### config.mk
export PLATFORM = sky130hd
export DESIGN_NAME = seq_multiplier
export DESIGN_NICKNAME = d
export VERILOG_FILES = /design/src/rtl/seq_multiplier.sv
export SDC_FILE = /design/constraint.sdc
export NUM_CORES = 1
export LEC_CHECK = 0
export ABC_AREA = 1
export CAP_MARGIN = 15
export CORE_MARGIN = 2
export CORE_UTILIZATION = 40
export DETAILED_ROUTE_END_ITERATION = 10
export SYNTH_ARGS = -nofsm -noshare
export SYNTH_HDL_FRONTEND = slang
export SYNTH_SLANG_ARGS = --single-unit
### constraint.sdc
create_clock -name clk -period 2.08 [get_ports clk]
set_input_delay 0.416 -clock clk [delete_from_list [all_inputs] [get_ports clk]]
set_output_delay 0.416 -clock clk [all_outputs]
set_load 0.005 [all_outputs]
### src/rtl/seq_multiplier.sv
// Sequential radix-2 shift-add multiplier with runtime signed/unsigned mode.
// Operands are latched on start; the product is held until the next FIX.
module seq_multiplier #(
    parameter int N = 8
) (
    input  logic           clk,
    input  logic           rst,
    input  logic           start,
    input  logic           signed_mode,
    input  logic [N-1:0]   a,
    input  logic [N-1:0]   b,
    output logic           busy,
    output logic           done,
    output logic [2*N-1:0] product
);

    localparam int CW = $clog2(N);

    typedef enum logic [1:0] {IDLE, CALC, FIX, DONE} state_t;

    state_t           state_reg, state_next;
    logic             neg_reg, neg_next;
    logic [N-1:0]     mcand_reg, mcand_next;
    logic [N-1:0]     mplier_reg, mplier_next;
    logic [2*N-1:0]   acc_reg, acc_next;
    logic [2*N-1:0]   product_reg, product_next;
    logic [CW-1:0]    count_reg, count_next;

    logic [N-1:0]     a_mag, b_mag;
    logic [N:0]       sum;

    // Signed operands are reduced to magnitudes; -2^(N-1) maps onto itself,
    // which is the correct unsigned magnitude.
    assign a_mag = (signed_mode && a[N-1]) ? -a : a;
    assign b_mag = (signed_mode && b[N-1]) ? -b : b;

    assign sum = {1'b0, acc_reg[2*N-1:N]} + {1'b0, (mplier_reg[0] ? mcand_reg : '0)};

    always_ff @(posedge clk or posedge rst) begin
        if (rst) begin
            state_reg   <= IDLE;
            neg_reg     <= 1'b0;
            mcand_reg   <= '0;
            mplier_reg  <= '0;
            acc_reg     <= '0;
            product_reg <= '0;
            count_reg   <= '0;
        end else begin
            state_reg   <= state_next;
            neg_reg     <= neg_next;
            mcand_reg   <= mcand_next;
            mplier_reg  <= mplier_next;
            acc_reg     <= acc_next;
            product_reg <= product_next;
            count_reg   <= count_next;
        end
    end

    always_comb begin
        state_next   = state_reg;
        neg_next     = neg_reg;
        mcand_next   = mcand_reg;
        mplier_next  = mplier_reg;
        acc_next     = acc_reg;
        product_next = product_reg;
        count_next   = count_reg;
        busy         = 1'b0;
        done         = 1'b0;

        case (state_reg)
            IDLE, DONE: begin
                done = (state_reg == DONE);
                if (start) begin
                    state_next  = CALC;
                    neg_next    = signed_mode & (a[N-1] ^ b[N-1]);
                    mcand_next  = a_mag;
                    mplier_next = b_mag;
                    acc_next    = '0;
                    count_next  = '0;
                end else begin
                    state_next  = IDLE;
                end
            end
            CALC: begin
                busy        = 1'b1;
                // Carry from the add lands in the MSB after the right shift.
                acc_next    = {sum, acc_reg[N-1:1]};
                mplier_next = mplier_reg >> 1;
                count_next  = count_reg + 1'b1;
                if (count_reg == CW'(N - 1)) begin
                    state_next = FIX;
                end
            end
            FIX: begin
                busy         = 1'b1;
                product_next = neg_reg ? -acc_reg : acc_reg;
                state_next   = DONE;
            end
            default: state_next = IDLE;
        endcase
    end

    assign product = product_reg;

endmodule
==> metrics.md <==
| Metric | Value |
|---|---|
| CP cell instances | `ha_4 -> inv_1 -> clkdlybuf4s50_1` |
| Placed cells | `561` |
| Final hold slack | `466.7 ps` |
| Congestion Overflow GR | `0` |
| Total design power | `4.832 mW` |
| Syn_nets | `464` |
| R2R setup slack | `190 ps` |
| Commonest non-fill, non-tap cells in the layout | `nand2_1, dfrtp_1, inv_1` |
| Initial antenna violation count | `0` |
| Worst slew pin tran | `560.5 ps` |
| Standard-cell rows | `32` |
| Area Growth Syn to Fin | `20.01%` |
| Final TNS setup | `0 ps` |
| CP required | `1660 ps` |
| DIE HEIGHT | `93.21 microns` |
| Peak supply drop | `0.4706 mV` |
| Wire length of the first global-routing pass | `11,470 microns` |
| Initial DRC Count | `128` |
| Slew headroom | `62.64%` |
| CTS tree | `yes` |
| Slowest cell on crit path | `clkdlybuf4s50_1` |
| Yosys cell types | `30` |
| Avg WL per Cell | `11.41 microns` |
| Register bit total from synthesis | `54` |
| IO Count | `38` |
| Most used flip-flop cell after synthesis | `dfrtp_1` |
| Final-report hold violation count | `0` |
| CP Launch Type | `flip-flop` |
| CTS H-Tree Depth | `2` |
| RePlAce Congestion | `0.8315` |
| Vias per cell | `4.797` |
| Worst r2r src | `mplier_reg[0]` |
| Syn Area/Cell | `7.454 sq um` |
| Tot GR Track Use | `16.22%` |
| Crit. End Element | `output pin` |
| Initial Utilization | `41.19%` |
| DIE WIDTH | `93.21 microns` |
| Hold Crit Class | `input port to asynchronous set/reset pin` |
| Clk buf depth | `2` |
| CTS buffer count | `5` |
| IO buf count | `37` |
| Worst-path clk slew | `100 ps` |
| Post-Route WL | `6515 microns` |
| FFs w/ async S/R, synth | `100.0%` |
| ANT nets after route | `0` |
| RSZ-0062 raised after global routing | `no` |
| CP Class | `flip-flop to output pin` |
| CORE AREA | `7727 sq um` |
| Fin crit period | `2001 ps` |
| Root buffer cell | `clkbuf_8` |
| Inserted Diodes | `0` |
| Final net count | `505` |
| LEAKAGE | `2.000 nW` |
| Cells after Synth | `427` |
| Reg2reg end | `acc_reg[15]` |
| Data arrival time of the worst path | `1580 ps` |
| Crit path max fanout | `4` |
| DRC violations left | `0` |
| Final setup fails | `0` |
| Worst skew pair latency | `310 ps` |
| Post-synth EDFFs | `0` |
| Number of cells on the worst reg-to-reg path | `12` |
| PwrDens | `1265 nW/um^2` |
| Max Clk Rate | `499.8 MHz` |
| Largest net degree at the start of global routing | `55` |
| Post-route insts no fill | `571` |
| Max Slew Vio Count | `0` |
| Synth warn | `0` |
| Status | `complete, no violations` |
| Skew final | `7.541 ps` |
| Die ar. | `8687 sq um` |
| Commonest non-fill, non-tap cell in the layout | `nand2_1` |
| Max-cap violation count | `0` |
| Pre-Repair DR Iteration Count | `4` |
| Synth Cell Area | `3183 sq um` |
| Max incr delay on CP | `500 ps` |
| Sequential fraction of the synthesis area | `42.45%` |
| Clock Sinks | `54` |
| Via count | `2,739` |
| Layout cells sized above 1 | `5.757%` |
| Fin crit share | `96.20%` |
| Final HPWL DP | `4835 microns` |
| Vias in the first global route | `2,534` |
[cell families after synthesis]
group                    Yosys count  synth area share [%]
AO/OA/AOI/OAI                     78                 13.64
buffers and inverters             65                 8.333
adder cells (fa/ha/maj)           17                 6.918
flip-flops                        54                 42.45
XOR/XNOR                           9                 2.477
AND/OR/NAND/NOR                  204                 26.18
[worst max-delay path, delay by kind of cell (launching register included)]
kind                     cells  cell delay (ps)
buffers and inverters        2              580
adder cells (fa/ha/maj)      1              250
flip-flops                   1              450
[through the flow]
| step | cell area [sq um] | setup slack, ps | util [%] |
|---|---|---|---|
| 2_1_floorplan | 3183 | 276.6 | - |
| 3_3_place_gp | 3679 | 232.4 | 47.60 |
| 3_5_place_dp | 3679 | 194.0 | 47.60 |
| 4_1_cts | 3811 | 41.13 | 49.32 |
| 5_1_grt | 3820 | 3.139 | 49.43 |
| 6_report | 3820 | 79.02 | 49.43 |
[synthesized netlist by cell type (2+ instances only)]
master      n  area, sq um
a21oi_1    18        90.09
o21ai_1     3        15.01
a21o_1      2        15.01
nand3_1    36        180.2
nand2_2     2        12.51
nand4_1     3        18.77
nand2_1   127        476.7
buf_2       3        15.01
buf_6       2        22.52
xor2_1      8        70.07
dfrtp_1    54         1351
nand3b_1    2        15.01
nor2_1     33        123.9
inv_1      51        191.4
clkbuf_1    5        18.77
ha_1       16        200.2
o21ai_0    39        195.2
a22o_1      2        17.52
o22ai_1    10        62.56
[worst max-delay path by stage]
stage / from / endpoint / slack [ps] / depth (start not counted)
after floorplan: mplier_reg[0] / acc_reg[15] / 280 / 13
after global placement: mplier_reg[0] / acc_reg[15] / 230 / 12
after detailed placement: mplier_reg[0] / acc_reg[15] / 190 / 12
after CTS: state_reg[0] / busy / 40 / 4
after global routing: state_reg[0] / busy / 3 / 4
final: state_reg[1] / busy / 80 / 3
[layout make-up]
type	count	area [sq um]
Sequential cell	54	1353
Clock buffer	5	68.82
Timing Repair Buffer	45	442.9
Fill cell	760	3908
Clock inverter	3	43.79
Inverter	54	205.2
Tap cell	102	127.6
Multi-Input combinational cell	308	1579
[power breakdown]
part	total [mW]	leakage, nW	internal (mW)	switching [mW]
sequential	1.70	0.714	1.39	0.308
clock	0.727	0.0585	0.362	0.366
combinational	2.40	1.23	0.981	1.42
total	4.83	2.00	2.74	2.09
[layer usage]
layer / GRT usage (%) / wire, microns / up-vias
met2: 27.36 / 2965 / 56
met4: 5.392 / 65 / 0
li1: - / - / 1463
met1: 21.36 / 3246 / 1215
met5: 0 / 0 / -
met3: 2.498 / 238 / 5
[repair_timing]
item / in CTS / in global routing
setup buffers: 1 / 1
endpoints found under the setup margin: 1 / 1
hold buffers: 0 / 0
resized for setup: 2 / 2
cloned: 0 / 0
No activity file was read; power rests on OpenSTA's default activity.
